--- config.mk ---
export PLATFORM = sky130hd
export DESIGN_NAME = serial_adder_ctrl
export DESIGN_NICKNAME = d
export VERILOG_FILES = /design/src/rtl/serial_adder_ctrl.sv
export SDC_FILE = /design/constraint.sdc
export NUM_CORES = 1
export LEC_CHECK = 0
export ABC_AREA = 1
export CORE_MARGIN = 8
export CORE_UTILIZATION = 56
export CTS_CLUSTER_SIZE = 10
export DETAILED_ROUTE_END_ITERATION = 12
export GPL_TIMING_DRIVEN = 1
export PLACE_DENSITY = 0.93
export SYNTH_ARGS = -nofsm -noshare
export SYNTH_HDL_FRONTEND = slang
export SYNTH_HIERARCHICAL = 1
export SYNTH_SLANG_ARGS = --single-unit
--- constraint.sdc ---
create_clock -name clk -period 2.1 [get_ports clk]
set_input_delay 0.42 -clock clk [delete_from_list [all_inputs] [get_ports clk]]
set_output_delay 0.42 -clock clk [all_outputs]
set_load 0.1 [all_outputs]
--- src/rtl/serial_adder_ctrl.sv ---
// ---------------------------------------------------------------------------
// serial_adder_ctrl
//   Bit-serial WIDTH-bit adder. Operands and carry-in are captured on an
//   accepted start, then fed LSB-first through one shared one-bit full adder
//   over WIDTH cycles while the ripple carry is held in a flop. The result
//   is presented with a one-cycle done pulse.
//
//   Also defines full_adder_behav, the combinational one-bit adder reused
//   here.
//
//   Optional feature (macro SERIAL_ADDER_OVF_EN): adds ovf_out, the signed
//   overflow flag, registered with sum_out.
//
// Ports:
//   clk       in   rising-edge clock
//   rst_n     in   synchronous reset, active-low
//   start     in   add request, sampled only in IDLE
//   a_in      in   [WIDTH-1:0] operand A
//   b_in      in   [WIDTH-1:0] operand B
//   cin_in    in   carry-in
//   busy      out  high while the serial add runs
//   done      out  one-cycle pulse when sum_out/cout_out update
//   sum_out   out  [WIDTH-1:0] registered A+B+cin mod 2^WIDTH
//   cout_out  out  registered final carry-out
//   ovf_out   out  registered signed overflow (SERIAL_ADDER_OVF_EN only)
// ---------------------------------------------------------------------------

// One-bit combinational full adder.
module full_adder_behav (
    input  logic a,
    input  logic b,
    input  logic cin,
    output logic sum,
    output logic cout
);
    assign sum  = a ^ b ^ cin;
    assign cout = (a & b) | (cin & (a ^ b));
endmodule

module serial_adder_ctrl #(
    parameter int unsigned WIDTH = 8
) (
    input  logic             clk,
    input  logic             rst_n,
    input  logic             start,
    input  logic [WIDTH-1:0] a_in,
    input  logic [WIDTH-1:0] b_in,
    input  logic             cin_in,
    output logic             busy,
    output logic             done,
    output logic [WIDTH-1:0] sum_out,
`ifdef SERIAL_ADDER_OVF_EN
    output logic             ovf_out,
`endif
    output logic             cout_out
);
    localparam int unsigned CNT_W = $clog2(WIDTH);

    typedef enum logic [1:0] {
        S_IDLE = 2'd0,
        S_RUN  = 2'd1,
        S_DONE = 2'd2
    } state_t;

    state_t           r_state;
    logic [WIDTH-1:0] r_a;
    logic [WIDTH-1:0] r_b;
    logic [WIDTH-1:0] r_res;
    logic             r_carry;
    logic [CNT_W-1:0] r_cnt;

    logic             w_sum;
    logic             w_cout;
    logic [WIDTH-1:0] w_res_next;

    full_adder_behav u_fa (
        .a    (r_a[0]),
        .b    (r_b[0]),
        .cin  (r_carry),
        .sum  (w_sum),
        .cout (w_cout)
    );

    // Result fills from the MSB side so that after WIDTH shifts bit 0 is the LSB.
    assign w_res_next = {w_sum, r_res[WIDTH-1:1]};

    // Control FSM and datapath registers.
    always_ff @(posedge clk) begin
        if (!rst_n) begin
            r_state  <= S_IDLE;
            r_a      <= '0;
            r_b      <= '0;
            r_res    <= '0;
            r_carry  <= 1'b0;
            r_cnt    <= '0;
            busy     <= 1'b0;
            done     <= 1'b0;
            sum_out  <= '0;
            cout_out <= 1'b0;
`ifdef SERIAL_ADDER_OVF_EN
            ovf_out  <= 1'b0;
`endif
        end else begin
            case (r_state)
                S_IDLE: begin
                    done <= 1'b0;
                    busy <= 1'b0;
                    if (start) begin
                        r_a     <= a_in;
                        r_b     <= b_in;
                        r_carry <= cin_in;
                        r_cnt   <= '0;
                        busy    <= 1'b1;
                        r_state <= S_RUN;
                    end
                end
                S_RUN: begin
                    r_a     <= r_a >> 1;
                    r_b     <= r_b >> 1;
                    r_res   <= w_res_next;
                    r_carry <= w_cout;
                    r_cnt   <= r_cnt + CNT_W'(1);
                    if (r_cnt == CNT_W'(WIDTH - 1)) begin
                        busy     <= 1'b0;
                        done     <= 1'b1;
                        sum_out  <= w_res_next;
                        cout_out <= w_cout;
`ifdef SERIAL_ADDER_OVF_EN
                        // r_carry is the carry into the MSB on this last bit.
                        ovf_out  <= r_carry ^ w_cout;
`endif
                        r_state  <= S_DONE;
                    end
                end
                S_DONE: begin
                    done    <= 1'b0;
                    busy    <= 1'b0;
                    r_state <= S_IDLE;
                end
                default: begin
                    done    <= 1'b0;
                    busy    <= 1'b0;
                    r_state <= S_IDLE;
                end
            endcase
        end
    end
endmodule

==> summary.txt <==
Route
  – Avg Vias per Cell: 4.68
  – WL/cell: 10.4 µm
  – DRT Wirelength: 3650 µm
  – Detail Route Antenna Nets: 0
  – Residual DRC: 0
  – Iter 0 DRT Violations: 99
  – Initial DRT Pass Iterations: 4
  – Vias post-DR: 1646

Place
  – Global placer's final weighted congestion: 0.758
  – Buffers on Ports: 30
  – HPWL after DPL: 2580 µm

Setup path
  – CP Cell Sequence: inv_2, nor2_4, nand2_4, nor2_1, nor2_1
  – Worst reg2reg path endpoint: sum_out[7]
  – Most frequent CP cell: nor2_1
  – WS Path Type: reg -> reg
  – Startpoint Class: register
  – Worst setup EP type: register
  – Largest stage delay on the critical path: 0.64 ns
  – Worst R2R Path Depth: 5
  – CP Data Arrival Time: 1.72 ns
  – Reg-to-reg slack, setup: 0.64 ns
  – Crit Reg-Reg Startpoint: r_state[0]
  – CP bufs+invs: 1
  – CP delay by family, top: flip-flops
  – Crit path max fanout: 16
  – Crit path required time: 2.36 ns
  – Slowest CP cell: dfxtp_1

Logic synthesis
  – Yosys cell types: 19
  – Post-Synth Adder-Cell Area: 0.0243
  – Syn Inst Count: 276
  – Post-Syn Area per Cell: 6.72 µm²
  – Yosys top cell area share: 0.432
  – Area leader, netlist: dfxtp_1
  – Post-synthesis mux area share: 0
  – Synth Register Bits: 40
  – Largest family of logic cells by synthesized area: simple AND/OR/NAND/NOR gates
  – Synth Warn #: 6
  – Synth Cell Area: 1850 µm²
  – Synthesized Nets: 299
  – Sequential area share after synthesis: 0.432
  – Compound-cell area share of the yosys netlist: 0.0520
  – Xor/xnor cell area share of the yosys netlist: 0
  – Simple-Gate Fraction of Synth Area: 0.372
  – Top post-synthesis cells by area: dfxtp_1 43%, nand2_1 18%, nor2_1 12%

Power and ir drop
  – Max IR drop VDD: 0.484 mV
  – Leakage: 1.09 nW
  – Power Dens Cells: 717 nW/µm²

STA
  – Final Setup Violations: 0
  – Final slew viol count: 0
  – Highest clock rate: 0.683 GHz
  – Final Critical Period: 1.46 ns
  – Period Utilization, post-route: 0.697
  – RSZ-0062 raised after global routing: false
  – Final setup skew: 0.00533 ns
  – Final Hold Viols: 0
  – Slew Limit Headroom: 0.677
  – Worst Max-Slew Pin Slew: 0.483 ns
  – Setup_tns: 0 ns

Global route
  – Vias in the first global route: 1556
  – Top Usage Layer GRT: met2
  – Total grt overflow: 0
  – Met1 Resource Use GR: 0.167
  – First-pass GRT wire length: 6340 µm
  – Largest net degree at the start of global routing: 27
  – Initial antenna violation count: 0
  – Met3 Resource Use GR: 0.0409
  – Gr usage total: 0.148
  – Met2 GRT Util: 0.244

Cells and area
  – Layout cells sized above 1: 0.0948
  – Inserted Diodes: 0
  – NumNets Final: 328
  – Syn-to-layout area delta: 18.5%
  – Post-Route Utilization: 0.674
  – Filler instances: 311

Clock tree
  – Hold bufs inserted after CTS: 0
  – Total CTS buffers: 5
  – Reg clk slew, reported paths: 0.12 ns
  – Max clock buf depth: 2
  – Post-CTS setup buffer count: 0
  – CTS resizes: 0
  – Root buffer selected by CTS: clkbuf_4
  – # H-tree levels: 2
  – CTS tree: yes
  – Clock sinks: 40
  – Worst skew pair latency: 0.35 ns

Die
  – I/O pins: 31
  – Die footprint: 5410 µm²
  – Die width: 73.5 µm
  – Starting Density: 0.569
  – Rows: 21
  – Core area: 3260 µm²
  – Height of the die: 73.5 µm

Flow run
  – Max_cap viols: 0

Outcome
  – Status: complete, no violations

Hold path
  – Worst hold path endpoint: cout_out
  – Hold crit path type: reg -> reg
  – Hold Path Depth: 2
  – Hold Crit Start: cout_out
-- synthesized netlist by cell type (all sizes together) --
cell type,number
clkbuf,2
a21oi,8
ha,2
nor3,1
nand3,20
o21ai,9
dfxtp,40
inv,32
buf,11
nand2,89
nor2,61
fa,1
-- layer usage --
| metal | share of wire | wire length (µm) | up-vias |
|---|---|---|---|
| met4 | 0.020 | 74 | 0 |
| met2 | 0.47 | 1710 | 43 |
| met5 | 0 | 0 | - |
| met3 | 0.053 | 193 | 9 |
| li1 | - | - | 883 |
| met1 | 0.46 | 1670 | 711 |
-- worst reg2reg max path: stages, from the launching register on --
cell and delay [ns]:
dfxtp_1 0.64, inv_2 0.09, nor2_4 0.25, nand2_4 0.18
nor2_1 0.15, nor2_1 0.06
-- sequential cells by signal (all words and copies together) (netlist names) --
| signal | cells |
|---|---|
| r_a | 8 |
| r_b | 8 |
| sum_out | 8 |
| r_res | 7 |
| r_cnt | 3 |
| r_state | 2 |
| busy | 1 |
| cout_out | 1 |
| done | 1 |
| r_carry | 1 |
-- report_power, final --
part / total [mW] / switching [mW] / internal, mW
combinational: 0.233 / 0.132 / 0.101
sequential: 0.839 / 0.0333 / 0.805
clock: 0.503 / 0.253 / 0.250
-- worst max-delay path by stage --
stage / from / endpoint / slack [ns] / cells past startpoint
floorplan: cout_out / cout_out / 0.76 / 0
global placement: start / r_a[2] / 0.50 / 6
detailed placement: start / r_b[1] / 0.45 / 6
CTS: r_state[0] / sum_out[7] / 0.63 / 5
global route: r_state[1] / sum_out[5] / 0.50 / 6
finish: r_state[0] / sum_out[7] / 0.64 / 5
-- placed cells by master (no fill, tap or decap), types with 2 or more instances in the layout --
cell              n
inv_1            30
o21ai_0           6
dfxtp_1          40
buf_4            16
nand2_1          87
ha_1              2
o21ai_1           2
nor2_1           60
clkbuf_4          5
nand2_4           2
clkdlybuf4s50_1  19
inv_2             2
nand3_1          20
a21oi_1           8
-- cell type report --
class                      instances  area, µm²  area share
clock inverter                     2       35.0      0.0159
inverter                          32        120      0.0547
multi-input combinational        191        832       0.379
sequential                        40        801       0.364
timing repair buffer              35        310       0.141
clock buffer                       6       41.3      0.0188
tap                               46       57.6      0.0262
-- per-stage QoR --
| stage | hold WS [ns] | instance area [µm²] | setup slack (ns) | power, mW | std cells |
|---|---|---|---|---|---|
| global route | 0.486 | 2200 | 0.496 | 1.66 | 352 |
| global placement | 0.453 | 2120 | 0.503 | 1.08 | 344 |
| floorplan | 0.440 | 1850 | 0.755 | 1.02 | 276 |
| detailed placement | 0.462 | 2120 | 0.449 | 1.09 | 344 |
| finish | 0.478 | 2200 | 0.636 | 1.57 | 352 |
| CTS | 0.480 | 2200 | 0.633 | 1.58 | 352 |
-- logic make-up after synthesis --
| group | after synthesis |
|---|---|
| fa+ha+maj | 3 |
| buf+inv | 45 |
| flops | 40 |
| simple gates | 171 |
| compound gates | 17 |
No activity file was read; power rests on OpenSTA's default activity.
